## config.mk

```make
export PLATFORM = sky130hd
export DESIGN_NAME = b9_resp_misr
export DESIGN_NICKNAME = d
export VERILOG_FILES = /design/src/rtl/b9_resp_misr.sv
export SDC_FILE = /design/constraint.sdc
export NUM_CORES = 1
export LEC_CHECK = 0
export ABC_CLOCK_PERIOD_IN_PS = 2800
export BUFFER_PORTS_ARGS = -buffer_cell sky130_fd_sc_hd__buf_2
export CORE_MARGIN = 10
export CORE_UTILIZATION = 53
export CTS_CLUSTER_SIZE = 12
export DETAILED_ROUTE_END_ITERATION = 6
export GPL_TIMING_DRIVEN = 0
export PLACE_DENSITY = 0.82
export REMOVE_ABC_BUFFERS = 1
export SETUP_SLACK_MARGIN = 0.4
export SLEW_MARGIN = 25
export SYNTH_ARGS = -nofsm -noshare
export SYNTH_HDL_FRONTEND = slang
export SYNTH_SLANG_ARGS = --single-unit
```

## constraint.sdc

```tcl
create_clock -name clock -period 2.8 [get_ports clock]
set_input_delay 0.28 -clock clock [delete_from_list [all_inputs] [get_ports clock]]
set_output_delay 0.28 -clock clock [all_outputs]
set_load 0.1 [all_outputs]
```

## src/rtl/b9_resp_misr.sv

```systemverilog
// b9_resp_misr: response-capture stage for the b9 benchmark. It folds a
// programmed number of 21-bit b9 output words into a Galois MISR signature
// and compares the final signature against a reference sampled at start.
module b9_resp_misr #(
  parameter logic [20:0] POLY = 21'h080001,  // x^21 + x^19 + 1
  parameter logic [20:0] SEED = 21'h000000
) (
  input  logic        clock,
  input  logic        reset,
  input  logic        start,
  input  logic [15:0] vec_count,
  input  logic [20:0] expected_sig,
  input  logic        in_valid,
  input  logic [20:0] in_data,
  output logic        in_ready,
  output logic        busy,
  output logic        done,
  output logic        match,
  output logic [20:0] signature,
  output logic [15:0] captured,
  output logic [20:0] last_word
);

  typedef enum logic [1:0] {
    IDLE = 2'd0,
    RUN  = 2'd1,
    DONE = 2'd2
  } state_t;

  state_t      state_q, state_d;
  logic [20:0] sig_q, sig_d;
  logic [20:0] last_q, last_d;
  logic [20:0] exp_q, exp_d;
  logic [15:0] cnt_q, cnt_d;
  logic [15:0] target_q, target_d;
  logic        match_q, match_d;

  logic        fire;
  logic [20:0] sig_step;
  logic [15:0] cnt_inc;

  // in_ready depends only on state, so in_valid never reaches it combinationally.
  assign in_ready = (state_q == RUN);
  assign fire     = in_ready & in_valid;

  // One Galois MISR step: shift left, fold the dropped MSB back through POLY,
  // then mix in the incoming word.
  assign sig_step = {sig_q[19:0], 1'b0} ^ ({21{sig_q[20]}} & POLY) ^ in_data;
  assign cnt_inc  = cnt_q + 16'd1;

  // Next-state and next-register logic; everything holds unless a start or
  // a handshake says otherwise.
  always_comb begin
    // NOTE: every signal written here gets its hold value first, so no path
    // through the case statement can leave one unassigned and infer a latch.
    state_d  = state_q;
    sig_d    = sig_q;
    last_d   = last_q;
    exp_d    = exp_q;
    cnt_d    = cnt_q;
    target_d = target_q;
    match_d  = match_q;

    case (state_q)
      IDLE, DONE: begin
        if (start) begin
          sig_d    = SEED;
          cnt_d    = 16'd0;
          match_d  = 1'b0;
          target_d = vec_count;
          exp_d    = expected_sig;
          if (vec_count == 16'd0) begin
            state_d = DONE;
            match_d = (SEED == expected_sig);
          end else begin
            state_d = RUN;
          end
        end
      end
      RUN: begin
        // start is deliberately ignored while a run is in progress.
        if (fire) begin
          sig_d  = sig_step;
          cnt_d  = cnt_inc;
          last_d = in_data;
          if (cnt_inc == target_q) begin
            state_d = DONE;
            match_d = (sig_step == exp_q);
          end
        end
      end
      default: state_d = IDLE;
    endcase
  end

  // State and datapath registers with synchronous, active-high reset.
  always_ff @(posedge clock) begin
    // NOTE: non-blocking assignments here so every register samples the
    // pre-edge values computed above, independent of statement order.
    if (reset) begin
      state_q  <= IDLE;
      sig_q    <= SEED;
      last_q   <= '0;
      exp_q    <= '0;
      cnt_q    <= '0;
      target_q <= '0;
      match_q  <= 1'b0;
    end else begin
      state_q  <= state_d;
      sig_q    <= sig_d;
      last_q   <= last_d;
      exp_q    <= exp_d;
      cnt_q    <= cnt_d;
      target_q <= target_d;
      match_q  <= match_d;
    end
  end

  assign busy      = (state_q == RUN);
  assign done      = (state_q == DONE);
  assign match     = match_q;
  assign signature = sig_q;
  assign captured  = cnt_q;
  assign last_word = last_q;

endmodule
```

# Word level (Yosys, flattened, before mapping)
# Cells that the tools add are included.
[totals] regBits=98 latchBits=0 ramBits=0 rom_bits=0 inputBits=62 out_inout_bits=62 elab_cells=44 mem_count=0
[op_classes] n_addsub=1 mul=0 div_mod_pow=0 order_cmp=0 eq_ne=7 n_shift=0 mux=16 bitwise_logic=3 reduce_logical=10
[ops] operator="21-bit two-way mux" n=2
[ops] operator="21-bit one-hot mux with 2 select lines" n=1
[ops] operator="16-bit two-way mux" n=2
[ops] operator="16-bit one-hot mux with 2 select lines" n=1
[ops] operator="21-bit equality test" n=1
[ops] operator="21-bit zero test" n=1
[ops] operator="21-bit by 20-bit XOR with 21-bit output" n=1
[ops] operator="21-bit XOR" n=1
[ops] operator="16-bit by 1-bit adder with 16-bit output, second input constant" n=1
[ops] operator="16-bit equality test" n=1
[ops] operator="16-bit zero test" n=1
[ops] operator="2-bit two-way mux" n=4
[ops] operator="3-bit AND reduction" n=2
[ops] operator="1-bit two-way mux" n=4
[ops] operator="2-bit by 1-bit != test with 1-bit output, second input constant" n=2
[ops] operator="2-bit one-hot mux with 2 select lines" n=1
[ops] operator="2-bit AND reduction" n=2
[ops] operator="4-bit AND reduction" n=1
[ops] operator="2-bit by 1-bit equality test with 1-bit output, second input constant" n=1
[ops] operator="2-bit equality test, second input constant" n=1
[ops] operator="2-bit zero test" n=1
[ops] operator="2-bit != test, second input constant" n=1
[ops] operator="1-bit one-hot mux with 2 select lines" n=1
[ops] operator="2-bit nonzero test" n=1
[ops] operator="other kinds (2)" n=2

# Logic depth before layout (Yosys ltp)
# Gate-level depths: netlist of the first run.
[logic_depth] word_depth=6 mapped_depth=10 depth_no_buf=8

# Least setup slack after synthesis of the first run
# Ideal clock, no wire load.
[synth_path] path_kind="reg2reg" from="reg cnt_q[0] (netlist: captured[0])" to="reg match_q (netlist: match)" t_arrival_ns=3.043 slack_ns=-0.367 stages_incl_launch_ff=9 period_less_slack_ns=3.167 cell_sequence="dfxtp_1 -> ha_1 -> nand3_1 -> or4_1 -> o31a_1 -> a21oi_2 -> nand4_1 -> o21ai_1 -> mux2_1"
[synth_via] elab_chain_len=4
[synth_lines] item="start: declaration" line_no="34" source="logic [15:0] cnt_q, cnt_d;"
[synth_lines] item="start signal: assignment" line_no="113" source="cnt_q <= cnt_d;"
[synth_lines] item="16-bit by 1-bit adder with 16-bit output" line_no="49" source="assign cnt_inc = cnt_q + 16'd1;"
[synth_lines] item="16-bit equality test" line_no="86" source="if (cnt_inc == target_q) begin"
[synth_lines] item="2-bit by 1-bit != test with 1-bit output (no line)"
[synth_lines] item="4-bit AND reduction (no line)"
[synth_lines] item="end signal: assignment" line_no="115" source="match_q <= match_d;"
[synth_lines] item="end: declaration" line_no="36" source="logic match_q, match_d;"
# No other way between the ends.
# A chain may end at the register's enable or synchronous reset.

# Worst setup path after layout of the first run
[layout_path] from="reg cnt_q[1] (netlist: captured[1])" to="reg match_q (netlist: match)"
# Same word-level chain as after synthesis.

==> results.py, run 1 <==
metrics = {
    "pwr": {
        "peakVddDrop_uv": 294,
        "powerDensity_nw_per_um2": 524,
        "total_power_mw": 3.02,
        "p_sw_mw": 1.04,
        "internal_power_mw": 1.98,
        "comb_power_share_pct": 22.3,
        "p_leak_nw": 2.32,
        "swShare_pct": 34.4,
        "p_clk_share_pct": 28.3,
        "p_seq_share_pct": 49.5,
    },
    "cells_and_area": {
        "nFillCells": 769,
        "area_delta_synth_final_pct": 23.6,
        "n_antenna_cell": 0,
        "layout.nets": 791,
        "multi_input_area_um2": 2600,
        "seq_area_um2": 1980,
        "final_cells": 840,
        "drive_gt1_share_pct": 25.0,
    },
    "setup_path": {
        "crit_end": "match",
        "cp-startpoint": "captured[1]",
        "rr_startpoint": "captured[1]",
        "ff2ff_setup_slack_ns": 0.33,
        "cp-start-kind": "flop",
        "r2r_end": "match",
        "crit_arrival_ns": 2.71,
        "critical_path.max_fanout": 5,
        "worstSetupPathType": "flop to flop",
        "ff2ff_path_depth": 8,
        "end_kind": "flop",
        "worstPathRequired_ns": 3.04,
    },
    "cts": {
        "clockBufferDepth": 2,
        "numCtsBuffers": 9,
        "path_clk_slew_ns": 0.10,
        "cts_tree": "built",
        "clk_latency_ns": 0.35,
        "cts_root_buf": "clkbuf_8",
        "clock-sinks": 98,
        "cts_max_level": 3,
    },
    "synthesis": {
        "synth-edff-count": 0,
        "ys_seq_elements": 98,
        "syn-mean-instance-area_um2": 7.56,
        "synth-seq-area-share_pct": 42.1,
        "netlist_area_um2": 4660,
        "post_synth_num_cell_types": 44,
        "yosys_warnings": 0,
        "synthCells": 617,
        "synth_ff_type": "dfxtp_1",
        "async_flop_share_pct": 0,
    },
    "routing": {
        "wl_um": 14100,
        "top_layer_used": "met4",
        "viasPerCell": 5.58,
        "met3_length_um": 975,
        "dr.pass1.iters": 5,
        "drt_iter0_drc": 386,
        "drc": 0,
        "ant_nets": 0,
        "post_drt_wl_per_cell_um": 16.8,
        "route.layer.met1.wl_um": 5970,
        "dr_wl_met2_um": 6980,
        "num_vias": 4691,
    },
    "die": {
        "chipHeight_um": 114,
        "core_area_um2": 8640,
        "die-area_um2": 13000,
        "rows": 34,
        "pin_count": 124,
        "start_util_pct": 54.0,
        "die_x_um": 114,
    },
    "job": {
        "maxCapViolCount": 0,
    },
    "place": {
        "dp_cells": 809,
        "gp_congestion": 0.904,
        "portBuffers": 123,
        "dpl.hpwl_um": 9840,
    },
    "global_route": {
        "grt_pass1_wl_um": 22200,
        "antenna_found_initial": 0,
        "overflow": 0,
        "grt_use_total_pct": 20.3,
        "grt_pass1_vias": 4587,
        "grt_max_degree": 57,
    },
    "worst_hold_path": {
        "hold_path.class": "primary input to flop",
        "hold_path_depth": 3,
    },
    "timing": {
        "finalMaxSlewViolations": 0,
        "max_freq_mhz": 405,
        "fin_skew_ns": 0.0110,
        "holdWs_ns": 0.163,
        "fin_crit_sh_pct": 88.1,
        "finalHoldViolations": 0,
        "tns_ns": 0,
        "tightest_slew_ns": 0.596,
        "setup_viol": 0,
        "min_period_ns": 2.47,
        "slew-limit-headroom_pct": 59.9,
        "rsz0062_at_grt": "true",
    },
    "run_status": {
        "status": "finished, final reports clean",
    },
}
layer usage:
layer	global-route usage, %	vias to the layer above
met1	24.7	2213
li1	-	2312
met3	4.36	16
met4	7.10	0
met2	34.7	150
met5	0	-
critical path, cell delays in order, from the launching register on:
cell and delay (ns):
dfxtp_4 0.40, ha_4 0.18, nand3_4 0.12, or4_4 0.54, o31a_1 0.31, a21oi_2 0.13
nand4_1 0.17, o21ai_1 0.19, mux2_1 0.33
power by group through the flow:
stage	Clock (mW)	Combinational (mW)	Sequential [mW]
CTS	0.857	0.655	1.50
global placement	0	0.608	1.52
floorplan	0	0.256	1.70
detailed placement	0	0.650	1.53
finish	0.853	0.672	1.49
global route	0.916	0.723	1.50
final cells by class:
type                       instances  share of cell area, %
inverter                           6                  0.412
sequential                        98                   34.3
multi-input combinational        471                   45.1
clock buffer                       9                   2.15
clock inverter                     6                  0.868
tap                              108                   2.34
timing repair buffer             142                   14.8
what timing repair did:
item	in CTS	in global routing
pin swaps	1	6
gates resized for setup	10	15
buffers inserted	3	11
gates cloned	0	2
setup endpoints to repair	39	35
hold buffers	0	0
layout by cell type (no fill, tap or decap), drive strengths merged, types with 4 or more instances in the layout:
master / Yosys / routed
nor2b: 4 / 4
a21oi: 100 / 100
xnor2: 43 / 43
and3: 4 / 4
and2: 4 / 5
buf: 10 / 142
inv: 6 / 9
nor3: 25 / 25
nor2: 43 / 44
a22oi: 4 / 4
nand2: 136 / 136
nand3: 17 / 17
nand4: 12 / 12
nor4: 14 / 14
xor2: 18 / 18
dfxtp: 98 / 98
clkbuf: 34 / 9
o21ai: 17 / 17
synthesized netlist by cell type (2+ instances only):
master	instances	area share [%]
nand2_1	136	11
nand3_1	16	1.7
nor3_1	25	2.7
and3_1	4	0.54
o22ai_1	2	0.27
nand3b_1	3	0.48
inv_1	5	0.40
nor2b_1	4	0.54
buf_2	4	0.43
xnor2_1	43	8.1
nor4_1	14	1.9
nand4_1	12	1.6
dfxtp_1	98	42
xor2_1	18	3.4
clkbuf_1	33	2.7
buf_1	4	0.32
a22oi_1	4	0.64
nor2_1	43	3.5
and2_1	4	0.54
or4_1	3	0.48
or3_1	2	0.27
nand2b_1	2	0.27
o21ai_0	16	1.7
a31oi_1	3	0.40
a21oi_1	99	11
o311ai_0	2	0.38
registers in the layout, indices dropped and copies added, names as in the netlist:
| signal | count |
|---|---|
| signature | 21 |
| match | 1 |
| exp_q | 21 |
| captured | 16 |
| target_q | 16 |
| state_q | 2 |
| last_word | 21 |
through the flow:
stage | setup WS, ns | area, um^2 | utilization [%]
after floorplan | -0.851 | 4480 | -
after global placement | -1.89 | 5230 | 60.6
after detailed placement | -0.217 | 5390 | 62.4
after CTS | 0.190 | 5620 | 65.1
after global routing | 0.232 | 5770 | 66.8
final | 0.332 | 5770 | 66.8
kinds of logic after synthesis:
| logic type | count (synthesis) | synth area share, % |
|---|---|---|
| AO/OA/AOI/OAI | 134 | 15.5 |
| XOR/XNOR | 61 | 11.5 |
| buffers and inverters | 50 | 4.40 |
| flip-flops | 98 | 42.1 |
| multiplexers | 2 | 0.456 |
| AND/OR/NAND/NOR | 271 | 25.9 |
| adder cells (fa/ha/maj) | 1 | 0.268 |
how the worst min path moves through the flow:
| stage | start | to | slack, ns |
|---|---|---|---|
| floorplan | reset | captured[10] | 0.35 |
| global placement | last_word[20] | last_word[20] | 0.44 |
| detailed placement | last_word[1] | last_word[1] | 0.44 |
| CTS | expected_sig[3] | exp_q[3] | 0.15 |
| global route | expected_sig[3] | exp_q[3] | 0.16 |
| finish | expected_sig[3] | exp_q[3] | 0.16 |
No activity file was read; power rests on OpenSTA's default activity.
==> run 2, diff against run 1 <==
Settings changed: ABC_AREA from default to 1, CTS_CLUSTER_SIZE 12 to default.
==> results.py, run 2 <==
metrics = {
    "run_status": {
        "status": "finished, final reports clean",
    },
    "pwr": {
        "p_leak_nw": 2.65,
        "peakVddDrop_uv": 358,
        "powerDensity_nw_per_um2": 583,
        "total_power_mw": 3.38,
    },
    "synthesis": {
        "synth_top_cell_by_area": "dfxtp_1",
        "yosys-top-cells-area": "dfxtp_1, nand2_1, o21ai_0, nor2_1, a21oi_1",
        "async_flop_share_pct": 0,
        "ys_seq_elements": 98,
        "synth-edff-count": 0,
        "synthCells": 700,
        "post_synth_num_cell_types": 27,
        "synth_top_area_share_pct": 40.7,
        "yosys_warnings": 0,
        "synth_ff_type": "dfxtp_1",
        "synthTopCellsByCount": "nand2_1, nor2_1, dfxtp_1, o21ai_0, inv_1",
        "syn-mean-instance-area_um2": 6.88,
        "netlist_area_um2": 4810,
        "synth-seq-area-share_pct": 40.7,
        "synth.most_common_cell": "nand2_1",
    },
    "global_route": {
        "overflow": 0,
        "grt_pass1_vias": 4885,
        "antenna_found_initial": 0,
        "grt_max_degree": 39,
        "grt_pass1_wl_um": 23500,
        "grt_use_total_pct": 21.5,
    },
    "timing": {
        "finalHoldViolations": 0,
        "holdWs_ns": 0.151,
        "min_period_ns": 2.20,
        "max_freq_mhz": 455,
        "tns_ns": 0,
        "fin_skew_ns": 0.0178,
        "fin_crit_sh_pct": 78.5,
        "final.setup.worst_slack_ns": 0.602,
        "rsz0062_at_grt": "false",
        "tightest_slew_ns": 0.825,
        "slew-limit-headroom_pct": 45.0,
        "setup_viol": 0,
        "finalMaxSlewViolations": 0,
    },
    "die": {
        "start_util_pct": 54.9,
        "rows": 34,
        "chipHeight_um": 115,
        "die-area_um2": 13300,
        "die_x_um": 115,
        "core_area_um2": 8760,
        "pin_count": 124,
    },
    "routing": {
        "wl_um": 14600,
        "num_vias": 4961,
        "viasPerCell": 5.37,
        "drt_iter0_drc": 291,
        "drc": 0,
        "ant_nets": 0,
        "dr.pass1.iters": 5,
        "post_drt_wl_per_cell_um": 15.8,
    },
    "setup_path": {
        "critical_path_depth": 10,
        "cp_top_family": "buffers and inverters",
        "end_kind": "flop",
        "crit_arrival_ns": 2.40,
        "cp_common_cell": "nor2_4",
        "worstPathRequired_ns": 3.00,
        "critPathBufInv": 5,
        "crit_slowest_cell": "dfxtp_2",
        "path_cells": "inv_1 -> nor2_4 -> clkinvlp_4 -> nor2_4 -> buf_16 -> inv_2 -> nand2_8 -> inv_4 -> nand2_1 -> a21oi_1",
        "ff2ff_path_depth": 10,
        "worstSetupPathType": "flop to flop",
        "slowest_delay_ns": 0.42,
        "cp-start-kind": "flop",
        "ff2ff_setup_slack_ns": 0.60,
        "critical_path.max_fanout": 31,
    },
    "cts": {
        "numCtsBuffers": 9,
        "clock-sinks": 98,
        "path_clk_slew_ns": 0.10,
        "cts_max_level": 3,
        "clockBufferDepth": 2,
        "cts_tree": "built",
        "clk_latency_ns": 0.36,
        "cts_root_buf": "clkbuf_8",
    },
    "job": {
        "maxCapViolCount": 0,
    },
    "place": {
        "gp_congestion": 0.871,
        "pre_cts_slack_ns": -1.02,
        "dp_cells": 902,
        "portBuffers": 123,
        "dpl.hpwl_um": 10400,
        "dpl_cell_area_um2": 5530,
    },
    "cells_and_area": {
        "finalInstanceArea_um2": 5800,
        "postLayoutCoreUtil_pct": 66.1,
        "drive_gt1_share_pct": 21.3,
        "final_common_cell": "buf_2",
        "n_antenna_cell": 0,
        "final_cells": 923,
        "area_delta_synth_final_pct": 20.4,
        "final_cell_mix": "buf_2, nand2_1, nor2_1, dfxtp_1, o21ai_0",
        "layout.nets": 873,
        "nFillCells": 805,
    },
    "worst_hold_path": {
        "hold_path_depth": 3,
        "hold_path.class": "primary input to flop",
    },
}
==> run 2: final cells by class <==
class / count / area [um^2] / area share [%]
repair inverters: 1 / 5.00 / 0.0863
well taps: 108 / 135 / 2.33
repair buffers: 129 / 721 / 12.4
clock buffers: 10 / 128 / 2.20
flip-flops and latches: 98 / 1960 / 33.9
inverters: 75 / 292 / 5.03
clock inverters: 6 / 73.8 / 1.27
multi-input cells: 496 / 2480 / 42.8
==> run 2: final timing paths <==
path,from,endpoint
max reg2reg,state_q[0],signature[15]
min reg2reg,exp_q[5],exp_q[5]
min,vec_count[13],target_q[13]
max,state_q[0],signature[15]
==> run 2: cell families (layout without fill, tap and decap cells) <==
group / count (synthesis) / count (layout) / synth area share [%]
AND/OR/NAND/NOR: 313 / 314 / 28.5
AO/OA/AOI/OAI: 146 / 146 / 15.3
buffers and inverters: 107 / 221 / 8.52
flip-flops: 98 / 98 / 40.7
XOR/XNOR: 35 / 35 / 6.68
adder cells (fa/ha/maj): 1 / 1 / 0.260
==> run 2: power breakdown <==
part	total [mW]	internal, mW	switching (mW)
clock network	0.942	0.425	0.517
logic	0.893	0.216	0.676
registers	1.55	1.49	0.0613
==> run 2: layer usage <==
| layer | vias up | GRT usage (%) | part of all wire [%] |
|---|---|---|---|
| met2 | 180 | 36.3 | 49 |
| met1 | 2271 | 24.8 | 39 |
| li1 | 2492 | - | - |
| met4 | 0 | 6.85 | 1.6 |
| met3 | 18 | 7.97 | 10 |
| met5 | - | 0 | 0 |
==> run 2: tightest hold or removal path, stage by stage <==
cell and delay [ns]:
buf_2 0.10, inv_1 0.04, a21oi_1 0.05
==> run 2: timing repair <==
item                       CTS  global route
pin swaps                    2             1
cloned                       1             1
hold buffers                 0             0
setup buffers                3             0
setup endpoints to repair   58            26
resized for setup            5             3
==> run 3, diff against run 2 <==
Settings changed: ABC_AREA 1 to 0, ABC_CLOCK_PERIOD_IN_PS 2800 to 2200.
Clock period 2.8 ns to 2.2 ns, I/O delays scaled along.
==> results.py, run 3 (synthesis results as in run 1) <==
metrics = {
    "timing": {
        "rsz0062_at_grt": "true",
        "holdWs_ns": 0.0963,
        "min_period_ns": 2.31,
        "fin_skew_ns": 0.0108,
        "fin_crit_sh_pct": 105,
        "finalHoldViolations": 0,
        "tightest_slew_ns": 0.594,
        "final.setup.worst_slack_ns": -0.110,
        "max_freq_mhz": 433,
        "finalMaxSlewViolations": 0,
        "setup_viol": 2,
        "slew-limit-headroom_pct": 60.0,
    },
    "routing": {
        "wl_um": 14500,
        "post_drt_wl_per_cell_um": 17.1,
        "drt_iter0_drc": 379,
        "num_vias": 4745,
        "dr.pass1.iters": 7,
        "drc": 3,
        "ant_nets": 0,
        "viasPerCell": 5.60,
    },
    "cells_and_area": {
        "nFillCells": 730,
        "final_common_cell": "nand2_1",
        "final_cell_mix": "nand2_1, buf_2, a21oi_1, dfxtp_1, xnor2_1",
        "area_delta_synth_final_pct": 27.0,
        "layout.nets": 799,
        "seq_area_um2": 1990,
        "finalInstanceArea_um2": 5930,
        "multi_input_area_um2": 2680,
        "drive_gt1_share_pct": 27.7,
        "n_antenna_cell": 0,
    },
    "cts": {
        "cts_hold_buffers": 0,
        "cts_tree": "built",
        "clk_latency_ns": 0.36,
        "cts_max_level": 3,
        "numCtsBuffers": 9,
        "cts_root_buf": "clkbuf_8",
        "clock-sinks": 98,
        "path_clk_slew_ns": 0.11,
        "clockBufferDepth": 2,
    },
    "job": {
        "maxCapViolCount": 0,
    },
    "die": {
        "pin_count": 124,
        "die-area_um2": 13000,
        "start_util_pct": 54.0,
        "chipHeight_um": 114,
        "core_area_um2": 8640,
        "rows": 34,
        "die_x_um": 114,
    },
    "place": {
        "dpl.hpwl_um": 9840,
        "pre_cts_slack_ns": -0.817,
        "dpl_cell_area_um2": 5390,
        "portBuffers": 123,
        "gp_congestion": 0.904,
    },
    "pwr": {
        "powerDensity_nw_per_um2": 653,
        "peakVddDrop_uv": 388,
        "p_leak_nw": 2.40,
        "total_power_mw": 3.87,
    },
    "global_route": {
        "grt_pass1_wl_um": 23000,
        "antenna_found_initial": 0,
        "grt_pass1_vias": 4745,
        "overflow": 0,
        "grt_use_total_pct": 21.2,
        "grt_max_degree": 57,
    },
    "setup_path": {
        "r2r_end": "match",
        "rr_startpoint": "captured[1]",
        "worstSetupPathType": "flop to flop",
        "worstPathRequired_ns": 2.45,
        "end_kind": "flop",
        "critical_path.max_fanout": 4,
        "crit_arrival_ns": 2.56,
        "cp-start-kind": "flop",
        "ff2ff_path_depth": 8,
        "ff2ff_setup_slack_ns": -0.11,
    },
    "worst_hold_path": {
        "hp-start": "expected_sig[3]",
        "hold_end": "exp_q[3]",
        "hold_path_depth": 3,
        "hold_path.class": "primary input to flop",
    },
    "run_status": {
        "status": "finished, violations left",
        "violations": "design-rule violations, negative setup slack",
    },
}
## run 3: critical path: stages, from the launching register on
cell     delay, ns
dfxtp_4       0.38
ha_4          0.16
nand3_4       0.11
or4_4         0.53
o31a_1        0.27
a21oi_2       0.12
nand4_1       0.14
o21ai_1       0.16
mux2_1        0.33
## run 3: report_power, final
part	internal, mW	total [mW]	switching, mW
clock	0.422	1.08	0.662
sequential	1.84	1.90	0.0565
combinational	0.268	0.883	0.615
## run 3: final cells by class
cell class              instances  area share, %
well taps                     108           2.28
multi-input cells             471           45.2
inverters                       6          0.465
repair buffers                150           15.6
clock buffers                   9           2.09
flip-flops and latches         98           33.5
clock inverters                 6          0.845
## run 3: worst max path at each step
| stage | from | endpoint | slack (ns) | cells after the start |
|---|---|---|---|---|
| 2_1_floorplan | state_q[1] | captured[8] | -1.45 | 6 |
| 3_3_place_gp | state_q[1] | captured[9] | -2.47 | 6 |
| 3_5_place_dp | captured[0] | match | -0.82 | 8 |
| 4_1_cts | captured[1] | match | -0.12 | 8 |
| 5_1_grt | captured[4] | match | -0.22 | 7 |
| 6_report | captured[1] | match | -0.11 | 8 |
## run 3: metal layers
| layer | part of all wire (%) | GRT usage, % | up-vias |
|---|---|---|---|
| li1 | - | - | 2332 |
| met3 | 7.2 | 4.62 | 25 |
| met2 | 49 | 36.5 | 177 |
| met5 | 0 | 0 | - |
| met4 | 1.9 | 7.94 | 0 |
| met1 | 42 | 25.1 | 2211 |
## run 3: per-stage QoR
stage | TNS (ns) | instances | util [%]
after floorplan | -61.63 | 573 | -
after global placement | -110.53 | 804 | 60.6
after detailed placement | -25.45 | 809 | 62.4
after CTS | -0.117 | 837 | 66.9
after global routing | -0.378 | 848 | 68.6
final | -0.116 | 848 | 68.6
## run 3: what timing repair did
item,4_1_cts,5_1_grt
buffers inserted,12,10
gates resized for setup,34,18
pin swaps,11,11
setup endpoints to repair,63,21
cloned,1,1
